`src/rtl/bpi_flash_pkg.sv`:
```
// rtl/bpi_flash_pkg.sv - shared types and width helpers for the BPI flash write PHY
//
// Contents:
//   state_e          write sequencer states
//   addr_width()     flash word-address width from byte size and bus width
//   phase_cnt_width() width of the phase counter covering the longest timed phase
package bpi_flash_pkg;

    typedef enum logic [2:0] {
        ST_IDLE  = 3'd0,
        ST_REQ   = 3'd1,
        ST_SETUP = 3'd2,
        ST_PULSE = 3'd3,
        ST_HOLD  = 3'd4
    } state_e;

    // Number of word-address bits: log2 of (bits in device / bits per word).
    function automatic int addr_width(input longint mem_size, input int mem_width);
        return $clog2((longint'(8) * mem_size) / longint'(mem_width));
    endfunction

    function automatic int max3(input int a, input int b, input int c);
        int m;
        m = a;
        if (b > m) m = b;
        if (c > m) m = c;
        return m;
    endfunction

    // Counter must hold values 0 .. longest_phase-1 without wrapping.
    function automatic int phase_cnt_width(input int setup, input int pulse, input int hold);
        return $clog2(max3(setup, pulse, hold) + 1);
    endfunction

endpackage

```
`src/rtl/bpi_flash_write_phy.sv`:
```
// rtl/bpi_flash_write_phy.sv - single-word BPI parallel-flash write sequencer
//
// Accepts one word per AXIS beat, arbitrates for the shared flash bus, then
// drives an asynchronous write cycle: address/data setup with CE#/ADV# low,
// a WE# low pulse, and a hold period with all strobes released.
//
// Ports:
//   clk, rst                        clock, synchronous active-high reset
//   s_axis_wr_tdata/tdest           word to program and its flash word address
//   s_axis_wr_tvalid/tready         AXIS handshake (ready only in IDLE)
//   bus_req / bus_gnt               flash bus arbitration against the read path
//   bpi_a, bpi_dq_o, bpi_dq_t       flash address, write data, tristate (1 = released)
//   bpi_ce_n/we_n/oe_n/adv_n        active-low flash strobes
//   busy                            high whenever the sequencer is not IDLE
module bpi_flash_write_phy
    import bpi_flash_pkg::*;
#(
    parameter int     C_MEM_WIDTH  = 16,
    parameter longint C_MEM_SIZE   = 134217728,
    parameter int     C_ADDR_SETUP = 2,
    parameter int     C_WE_PULSE   = 4,
    parameter int     C_HOLD       = 2,
    localparam int    A            = addr_width(C_MEM_SIZE, C_MEM_WIDTH)
) (
    input  logic                   clk,
    input  logic                   rst,
    input  logic [C_MEM_WIDTH-1:0] s_axis_wr_tdata,
    input  logic [A-1:0]           s_axis_wr_tdest,
    input  logic                   s_axis_wr_tvalid,
    output logic                   s_axis_wr_tready,
    output logic                   bus_req,
    input  logic                   bus_gnt,
    output logic [A-1:0]           bpi_a,
    output logic [C_MEM_WIDTH-1:0] bpi_dq_o,
    output logic                   bpi_dq_t,
    output logic                   bpi_ce_n,
    output logic                   bpi_we_n,
    output logic                   bpi_oe_n,
    output logic                   bpi_adv_n,
    output logic                   busy
);

    localparam int CW = phase_cnt_width(C_ADDR_SETUP, C_WE_PULSE, C_HOLD);

    localparam logic [CW-1:0] SETUP_LAST = CW'(C_ADDR_SETUP - 1);
    localparam logic [CW-1:0] PULSE_LAST = CW'(C_WE_PULSE - 1);
    localparam logic [CW-1:0] HOLD_LAST  = CW'(C_HOLD - 1);

    state_e                 state_q, state_d;
    logic [CW-1:0]          cnt_q, cnt_d;
    logic [A-1:0]           addr_q;
    logic [C_MEM_WIDTH-1:0] data_q;
    logic                   accept;

    // Registered pin drivers and their next-state values.
    logic [A-1:0]           a_q, a_d;
    logic [C_MEM_WIDTH-1:0] dq_q, dq_d;
    logic                   dq_t_q, dq_t_d;
    logic                   ce_n_q, ce_n_d;
    logic                   we_n_q, we_n_d;
    logic                   adv_n_q, adv_n_d;
    logic                   bus_req_q, bus_req_d;

    assign s_axis_wr_tready = (state_q == ST_IDLE) & ~rst;
    assign accept           = s_axis_wr_tvalid & s_axis_wr_tready;

    // State register, phase counter and captured write word.
    always_ff @(posedge clk) begin
        if (rst) begin
            state_q <= ST_IDLE;
            cnt_q   <= '0;
            addr_q  <= '0;
            data_q  <= '0;
        end else begin
            state_q <= state_d;
            cnt_q   <= cnt_d;
            if (accept) begin
                addr_q <= s_axis_wr_tdest;
                data_q <= s_axis_wr_tdata;
            end
        end
    end

    // Next-state logic. The counter only advances inside timed phases and is
    // cleared on every transition, so it never exceeds the longest phase - 1.
    always_comb begin
        state_d = state_q;
        cnt_d   = cnt_q;
        unique case (state_q)
            ST_IDLE: begin
                if (accept) state_d = ST_REQ;
            end
            ST_REQ: begin
                if (bus_gnt) state_d = ST_SETUP;
            end
            ST_SETUP: begin
                if (cnt_q == SETUP_LAST) state_d = ST_PULSE;
                else                     cnt_d   = cnt_q + 1'b1;
            end
            ST_PULSE: begin
                if (cnt_q == PULSE_LAST) state_d = ST_HOLD;
                else                     cnt_d   = cnt_q + 1'b1;
            end
            ST_HOLD: begin
                if (cnt_q == HOLD_LAST) state_d = ST_IDLE;
                else                    cnt_d   = cnt_q + 1'b1;
            end
            default: state_d = ST_IDLE;
        endcase
        if (state_d != state_q) cnt_d = '0;
    end

    // Pin values decoded from the next state so that, once registered, they
    // line up exactly with state_q and never glitch.
    always_comb begin
        a_d       = '0;
        dq_d      = '0;
        dq_t_d    = 1'b1;
        ce_n_d    = 1'b1;
        we_n_d    = 1'b1;
        adv_n_d   = 1'b1;
        bus_req_d = 1'b0;
        unique case (state_d)
            ST_IDLE: begin
            end
            ST_REQ: begin
                bus_req_d = 1'b1;
            end
            ST_SETUP: begin
                bus_req_d = 1'b1;
                a_d       = addr_q;
                dq_d      = data_q;
                dq_t_d    = 1'b0;
                ce_n_d    = 1'b0;
                adv_n_d   = 1'b0;
            end
            ST_PULSE: begin
                bus_req_d = 1'b1;
                a_d       = addr_q;
                dq_d      = data_q;
                dq_t_d    = 1'b0;
                ce_n_d    = 1'b0;
                adv_n_d   = 1'b0;
                we_n_d    = 1'b0;
            end
            ST_HOLD: begin
                // Strobes released but address/data still driven for hold time.
                bus_req_d = 1'b1;
                a_d       = addr_q;
                dq_d      = data_q;
                dq_t_d    = 1'b0;
            end
            default: begin
            end
        endcase
    end

    // Output registers; reset forces idle pin values on the same edge, which
    // cuts any WE# pulse in progress short.
    always_ff @(posedge clk) begin
        if (rst) begin
            a_q       <= '0;
            dq_q      <= '0;
            dq_t_q    <= 1'b1;
            ce_n_q    <= 1'b1;
            we_n_q    <= 1'b1;
            adv_n_q   <= 1'b1;
            bus_req_q <= 1'b0;
        end else begin
            a_q       <= a_d;
            dq_q      <= dq_d;
            dq_t_q    <= dq_t_d;
            ce_n_q    <= ce_n_d;
            we_n_q    <= we_n_d;
            adv_n_q   <= adv_n_d;
            bus_req_q <= bus_req_d;
        end
    end

    assign bpi_a     = a_q;
    assign bpi_dq_o  = dq_q;
    assign bpi_dq_t  = dq_t_q;
    assign bpi_ce_n  = ce_n_q;
    assign bpi_we_n  = we_n_q;
    assign bpi_adv_n = adv_n_q;
    assign bpi_oe_n  = 1'b1;
    assign bus_req   = bus_req_q;
    assign busy      = (state_q != ST_IDLE);

endmodule

```
`config.mk`:
```
export PLATFORM = sky130hd
export DESIGN_NAME = bpi_flash_write_phy
export DESIGN_NICKNAME = d
export VERILOG_FILES = /design/src/rtl/bpi_flash_pkg.sv /design/src/rtl/bpi_flash_write_phy.sv
export SDC_FILE = /design/constraint.sdc
export NUM_CORES = 1
export LEC_CHECK = 0
export BUFFER_PORTS_ARGS = -buffer_cell sky130_fd_sc_hd__buf_2
export CORE_ASPECT_RATIO = 0.5
export CORE_MARGIN = 2
export CORE_UTILIZATION = 40
export CTS_CLUSTER_SIZE = 10
export DETAILED_ROUTE_END_ITERATION = 6
export PLACE_DENSITY = 0.68
export SYNTH_ARGS = -nofsm -noshare
export SYNTH_HDL_FRONTEND = slang
export SYNTH_SLANG_ARGS = --single-unit
```
`constraint.sdc`:
```
create_clock -name clk -period 3 [get_ports clk]
set_clock_uncertainty 0.2 [all_clocks]
set_input_delay 0.3 -clock clk [delete_from_list [all_inputs] [get_ports clk]]
set_output_delay 0.3 -clock clk [all_outputs]
set_load 0.02 [all_outputs]
```
==> impl_metrics.tcl, run 1 <==
set metrics [dict create \
    ir_worst_vdd_v 0.000318 \
    placed_area_sq_um 3640 \
    cp-end-kind "flip-flop" \
    cts.path.max_buffers 2 \
    io_buffer_count 94 \
    drv_cap 0 \
    rows 22 \
    cp_max_fo 23 \
    dr.pass1.iters 4 \
    grt_pass1_wl_um 9960 \
    cts_buffers 9 \
    synth_area_sq_um 3140 \
    synth_area_per_cell_sq_um 9.45 \
    dp_hpwl_um 4040 \
    maxSlewViolCount 0 \
    worst_pin_slew_ns 0.736 \
    initial_utilization 0.421 \
    drt_iter0_drc 99 \
    insertion_delay_ns 0.33 \
    area_growth_pct 29.0 \
    top_level_ports 96 \
    diodes 0 \
    post_cts_buffers 0 \
    ys_types 31 \
    ys_ff_latch 94 \
    place_congestion 0.825 \
    setup_viol 0 \
    ctsRootBufferMaster "clkbuf_16" \
    core_area_sq_um 7460 \
    stdcell_count 542 \
    drive_gt1_frac 0.265 \
    hold_class "in -> reg" \
    grt_max_degree 43 \
    antenna_found_initial 0 \
    cts.clk_slew.worst_paths_ns 0.06 \
    finalCritPeriodShare 0.811 \
    power_density_nw_per_um2 631 \
    crit_path_start_kind "flip-flop" \
    vias 2408 \
    fin_crit_ns 2.43 \
    routed_wl_um 6260 \
    route.detailed.drc 0 \
    grt_overflow 0 \
    grt_pass1_vias 2184 \
    vias_per_cell 4.44 \
    finalHoldViolations 0 \
    htreeDepth 3 \
    relSlewSlack 0.510 \
    power.leakage_nw 1.79 \
    drtAntennaViolNets 0 \
    dp_cells 516 \
    cts_tree "done" \
    fp.dieArea_sq_um 8610 \
    ys_warn_count 0 \
    rsz0062_at_grt "no" \
    die_w_um 129 \
    status "finished, final reports clean" \
    nets 481 \
    final_area_sq_um 4050 \
    detail_route.wl_per_cell_um 11.5 \
    syn_inst 332 \
    clkSinkCount 94 \
    seq_area_frac_synth 0.600 \
    fp.dieH_um 66.6 \
    crit_type "reg -> reg" \
    cp.required_ns 3.07 \
    tns_ns 0 \
    track_usage 0.153 \
    clock.fmax_mhz 411 \
    mostFrequentLayoutCells "dfxtp_1 (94), buf_2 (94), nand2_1 (86), and2_1 (43), a21oi_1 (43)" \
    syn_nets 381 \
    critPathArrivalTime_ns 2.50 \
]
cell usage after synthesis, drive strengths merged:
library cell | n | area, sq um
dfxtp | 94 | 1880
nand2 | 86 | 323
a21oi | 43 | 215
and2 | 43 | 269
buf | 14 | 108
clkbuf | 9 | 33.8
nor2 | 7 | 26.3
inv | 6 | 22.5
ha | 3 | 37.5
nand2b | 3 | 18.8
nor2b | 3 | 18.8
a211oi | 2 | 15.0
o21ai | 2 | 17.5
xnor2 | 2 | 17.5
a21boi | 1 | 7.51
a221oi | 1 | 8.76
a311oi | 1 | 8.76
a31oi | 1 | 6.26
and3b | 1 | 8.76
conb | 1 | 3.75
nor3b | 1 | 7.51
nor4 | 1 | 21.3
o211ai | 1 | 7.51
o21a | 1 | 7.51
o31ai | 1 | 7.51
o32a | 1 | 10.0
o32ai | 1 | 16.3
or2 | 1 | 6.26
or3 | 1 | 6.26
cell families (layout without fill, tap and decap cells):
logic type,count (synthesis),in the layout,synth area share
flops,94,94,0.600
xor+xnor,2,2,0.00558
simple gates,147,147,0.225
compound gates,56,56,0.104
other cells,1,1,0.00120
fa+ha+maj,3,3,0.0120
buf+inv,29,131,0.0522
power by group:
group	leakage [nW]	internal, mW	switching [mW]
sequential	0.762	1.29	0.0179
clock	0.137	0.653	0.420
combinational	0.890	0.0770	0.102
stage by stage:
| stage | power [mW] | setup WS (ns) | utilization | hold slack (ns) |
|---|---|---|---|---|
| 3_3_place_gp | 1.50 | 0.575 | 0.488 | 0.233 |
| 6_report | 2.56 | 0.568 | 0.543 | 0.00859 |
| 4_1_cts | 2.59 | 0.525 | 0.543 | 0.0000224 |
| 5_1_grt | 2.66 | 0.369 | 0.543 | 0.00192 |
| 3_5_place_dp | 1.50 | 0.543 | 0.488 | 0.239 |
| 2_1_floorplan | 1.44 | 1.21 | - | 0.230 |
final timing paths:
path / from / endpoint / slack, ns / cells after the start
max reg2reg: cnt_q[1] / bpi_dq_o[0] / 0.57 / 7
min reg2reg: data_q[15] / data_q[15] / 0.25 / 2
min: s_axis_wr_tdata[12] / data_q[12] / 0.009 / 3
max: cnt_q[1] / bpi_dq_o[0] / 0.57 / 7
what timing repair did:
action	CTS	global route
gates resized for setup	0	0
endpoints found under the hold margin	13	0
hold buffers	13	0
state kept, by name (all words and copies together) (netlist names), 3 cells and up:
register / count
addr_q: 26
bpi_a: 26
bpi_dq_o: 16
data_q: 16
cnt_q: 3
state_q: 3
per-layer routing:
| metal | track usage | share of wire |
|---|---|---|
| met1 | 0.171 | 0.46 |
| met5 | 0 | 0 |
| met2 | 0.270 | 0.49 |
| met3 | 0.0506 | 0.039 |
| met4 | 0.0679 | 0.014 |
critical path: stages, from the launching register on:
cell and delay, ns:
dfxtp_1 0.35, inv_1 0.05, ha_1 0.16, nor2b_1 0.18, o32a_1 0.35, o21ai_2 0.59, buf_4 0.34, and2_1 0.15
area by class of cell:
type	count	area, sq um
fillers	691	3410
inverters	6	22.5
clock buffers	11	243
flip-flops and latches	94	1880
clock inverters	2	35.0
repair buffers	112	638
well taps	108	135
multi-input cells	209	1090
(Power assumes the default switching activity.)
==> run 2, diff against run 1 <==
Clock period 3 ns to 2.3 ns, I/O delays scaled along.
==> impl_metrics.tcl, run 2 (same netlist as run 1, synthesis figures left out) <==
set metrics [dict create \
    status "finished, final reports clean" \
    finalCritPeriodShare 0.830 \
    power.leakage_nw 1.91 \
    vias 2499 \
    cts_buffers 9 \
    cts.clk_slew.worst_paths_ns 0.06 \
    finalHoldViolations 0 \
    cts_tree "done" \
    crit_type "reg -> reg" \
    crit_slowest_cell "a311oi_1" \
    dr.pass1.iters 3 \
    finalPower_mw 3.35 \
    tns_ns 0 \
    hold_class "in -> reg" \
    drt_iter0_drc 89 \
    diodes 0 \
    ctsRootBufferMaster "clkbuf_16" \
    insertion_delay_ns 0.33 \
    place_congestion 0.769 \
    dp_hpwl_um 3960 \
    cp-end-kind "flip-flop" \
    fp.dieH_um 66.6 \
    grt-busiest-layer "met2" \
    relSlewSlack 0.664 \
    detail_route.wl_per_cell_um 11.4 \
    fin_ws_ns 0.390 \
    whs_ns 0.0445 \
    cts.path.max_buffers 2 \
    path_cells "ha_1 -> ha_1 -> nand2_1 -> nor3b_1 -> a311oi_1 -> a21oi_1" \
    drtAntennaViolNets 0 \
    grtUsageMet2 0.299 \
    crit_path_start_kind "flip-flop" \
    maxSlewViolCount 0 \
    grt_pass1_vias 2329 \
    setup_viol 0 \
    route.detailed.drc 0 \
    post_cts_buffers 0 \
    initial_utilization 0.421 \
    preCtsSetupSlack_ns 0.397 \
    critPathArrivalTime_ns 1.90 \
    fin_util 0.582 \
    track_usage 0.160 \
    grt_pass1_wl_um 10400 \
    drive_gt1_frac 0.247 \
    die_w_um 129 \
    cp_max_fo 3 \
    critical-path-max-stage-delay_ns 0.47 \
    use_met1 0.170 \
    drv_cap 0 \
    top_level_ports 96 \
    clkSinkCount 94 \
    area_growth_pct 38.3 \
    htreeDepth 3 \
    grt_overflow 0 \
    core_area_sq_um 7460 \
    worst_pin_slew_ns 0.501 \
    ir_worst_vdd_v 0.000576 \
    vias_per_cell 4.36 \
    rsz0062_at_grt "no" \
    fp.dieArea_sq_um 8610 \
    routed_wl_um 6510 \
    cp.required_ns 2.29 \
    antenna_found_initial 0 \
    power_density_nw_per_um2 773 \
    timing.critical_path.mode_cell "ha_1" \
    nets 511 \
    mostFrequentLayoutCells "dfxtp_1 (94), buf_2 (94), nand2_1 (86), and2_1 (43), a21oi_1 (43)" \
    fin_crit_ns 1.91 \
    use_met3 0.0418 \
    clock.fmax_mhz 524 \
    grt_max_degree 43 \
    rows 22 \
    io_buffer_count 94 \
]
## run 2: cell count changes in the layout (fill, tap and decap cells not counted), sizes merged
cell,before,now
clkbuf,11,12
dlygate4sd3,13,42
buf,99,100
## run 2: per-stage QoR
stage / area [sq um] / std cells
floorplan: 3140 / 332
global placement: 3650 / 517
detailed placement: 3650 / 517
CTS: 4340 / 573
global route: 4340 / 573
finish: 4340 / 573
## run 2: critical path: cells and delay by family (launching register included)
family                     cells  cell delay (ns)
AOI/OAI and AO/OA              2             0.62
DFF                            1             0.37
adders and majority gates      2             0.34
and+or+nand+nor                2             0.26
## run 2: layout make-up
class                   instances  area, sq um
clock buffers                  12          236
flip-flops and latches         94         1880
multi-input cells             209         1090
well taps                     108          135
repair buffers                142          936
inverters                       6         22.5
clock inverters                 2         35.0
fillers                       677         3120
## run 2: final timing paths
kind                                 start    endpoint  slack (ns)  cells past startpoint
worst max-delay path              cnt_q[0]     bus_req        0.39                      6
worst min-delay path                   rst  state_q[0]        0.04                      2
worst max register to register    cnt_q[0]     bus_req        0.39                      6
worst min register to register  addr_q[22]  addr_q[22]        0.25                      2
## run 2: what timing repair did
| item | CTS | global route |
|---|---|---|
| resized for setup | 0 | 0 |
| hold buffers | 42 | 0 |
| endpoints found under the hold margin | 42 | 0 |
## run 2: layer usage
layer | vias up | routed length, um
met4 | 0 | 111
met3 | 10 | 222
li1 | 1308 | -
met5 | - | 0
met1 | 1140 | 2790
met2 | 41 | 3390
## run 2: power breakdown
part / total, mW / leakage (nW) / switching [mW] / internal, mW
clock: 1.38 / 0.132 / 0.554 / 0.829
sequential: 1.70 / 0.762 / 0.0230 / 1.68
combinational: 0.271 / 1.02 / 0.138 / 0.133
==> run 3, diff against run 2 <==
Settings changed: PLACE_DENSITY 0.68 to 0.7.
Clock period 2.3 ns to 1.6 ns, I/O delays scaled along.
==> impl_metrics.tcl, run 3 (same netlist as run 1, synthesis figures left out) <==
set metrics [dict create \
    die_w_um 129 \
    pwr-share-comb 0.150 \
    ctsRootBufferMaster "clkbuf_16" \
    place_congestion 0.751 \
    status "complete, but fails checks" \
    reg2reg_slack_ns -0.30 \
    internal_power_mw 3.97 \
    p_sw_mw 1.26 \
    crit_path_start_kind "flip-flop" \
    antenna_found_initial 0 \
    hold_depth 3 \
    clock.fmax_mhz 526 \
    finalHoldViolations 0 \
    seqPwrFrac 0.470 \
    initial_utilization 0.421 \
    grt_max_degree 27 \
    grt_pass1_vias 2888 \
    drtAntennaViolNets 0 \
    drive_gt1_frac 0.465 \
    fin_crit_ns 1.90 \
    crit_end "bpi_dq_o[9]" \
    mostFrequentLayoutCells "buf_2 (92), dfxtp_1 (89), nand2_1 (43), and2_1 (42), dlygate4sd3_1 (42)" \
    critPathArrivalTime_ns 1.98 \
    power_frac_clock 0.380 \
    reg2reg_to "bpi_dq_o[9]" \
    dp_cells 535 \
    io_buffer_count 94 \
    top_level_ports 96 \
    preCtsSetupSlack_ns -0.269 \
    dr.pass1.iters 4 \
    reg2reg_from "cnt_q[0]" \
    startpoint "cnt_q[0]" \
    route.detailed.drc 0 \
    finalPower_mw 5.22 \
    nets 558 \
    cts_tree "done" \
    insertion_delay_ns 0.33 \
    crit_type "reg -> reg" \
    drt_iter0_drc 149 \
    final_common_cell "buf_2" \
    vias_per_cell 4.87 \
    track_usage 0.214 \
    maxSlewViolCount 0 \
    core_area_sq_um 7460 \
    stdcell_count 622 \
    power.leakage_nw 2.47 \
    cp_max_fo 18 \
    clkSinkCount 94 \
    diodes 0 \
    setup_viol 96 \
    dp_hpwl_um 4200 \
    grt_pass1_wl_um 13700 \
    vias 3029 \
    worstRegToRegCells 8 \
    grt_overflow 0 \
    cts.path.max_buffers 2 \
    cts_buffers 9 \
    cp-end-kind "flip-flop" \
    drv_cap 0 \
    cp.required_ns 1.68 \
    hold_class "in -> reg" \
    violations "setup timing" \
    fp.dieH_um 66.6 \
    rsz0062_at_grt "yes" \
    fin_ws_ns -0.303 \
    fp.dieArea_sq_um 8610 \
    cts.clk_slew.worst_paths_ns 0.06 \
    htreeDepth 3 \
    finalCritPeriodShare 1.19 \
    area_growth_pct 74.6 \
    routed_wl_um 11000 \
    power_density_nw_per_um2 953 \
    p_sw_frac 0.241 \
    tns_ns -18.05 \
    detail_route.wl_per_cell_um 17.7 \
    fill_cells 462 \
    ir_worst_vdd_v 0.000618 \
    rows 22 \
]
-- run 3: cell types whose count changed in the layout (fill, tap and decap cells not counted), sizes merged --
cell / change
clkinvlp: +1
buf: +42
clkbuf: +7
bufinv: -1
-- run 3: per-stage QoR --
step	utilization	cell area [sq um]	hold slack (ns)
global route	0.735	5480	0.164
finish	0.735	5480	0.174
floorplan	-	3160	0.0946
global placement	0.516	3850	0.203
CTS	0.681	5080	0.157
detailed placement	0.516	3850	0.205
-- run 3: timing repair --
action,CTS,global route
cloned,9,7
resized for setup,60,71
hold buffers,42,0
setup buffers,10,6
endpoints found under the hold margin,42,0
setup endpoints to repair,95,93
pin swaps,24,42
-- run 3: layout make-up --
type | count | area, sq um | share of cell area
multi-input combinational | 209 | 1480 | 0.270
timing repair buffer | 189 | 1670 | 0.305
tap | 108 | 135 | 0.0247
sequential | 94 | 1890 | 0.345
clock buffer | 14 | 264 | 0.0482
inverter | 6 | 22.5 | 0.00411
clock inverter | 2 | 16.3 | 0.00297
-- run 3: worst min-delay path by stage --
stage                         from    endpoint  slack [ns]
5_1_grt                        rst   addr_q[4]        0.16
3_3_place_gp   s_axis_wr_tdest[25]  addr_q[25]        0.20
4_1_cts                        rst   data_q[9]        0.16
2_1_floorplan                  rst   bpi_adv_n        0.09
3_5_place_dp    s_axis_wr_tdest[9]   addr_q[9]        0.20
6_report                       rst  data_q[13]        0.17
-- run 3: routing by layer --
| layer | GRT usage | wire length (um) | vias to the layer above |
|---|---|---|---|
| met5 | 0 | 0 | - |
| met4 | 0.122 | 279 | 0 |
| met3 | 0.0578 | 735 | 28 |
| met2 | 0.383 | 5540 | 128 |
| met1 | 0.233 | 4460 | 1451 |
| li1 | - | - | 1422 |
-- run 3: power by group through the flow --
stage	registers [mW]	logic, mW	clock network (mW)
after floorplan	2.50	0.209	0
after global placement	2.49	0.368	0
after detailed placement	2.49	0.370	0
after CTS	2.44	0.631	2.00
after global routing	2.46	0.822	2.12
final	2.46	0.782	1.99
-- run 3: critical path, stage by stage (launching register included) --
cell and delay (ns):
dfxtp_4 0.37, ha_2 0.20, ha_4 0.14, nand2_1 0.07, o32a_1 0.23, o21ai_4 0.21
buf_12 0.15, buf_16 0.14, and2_1 0.15
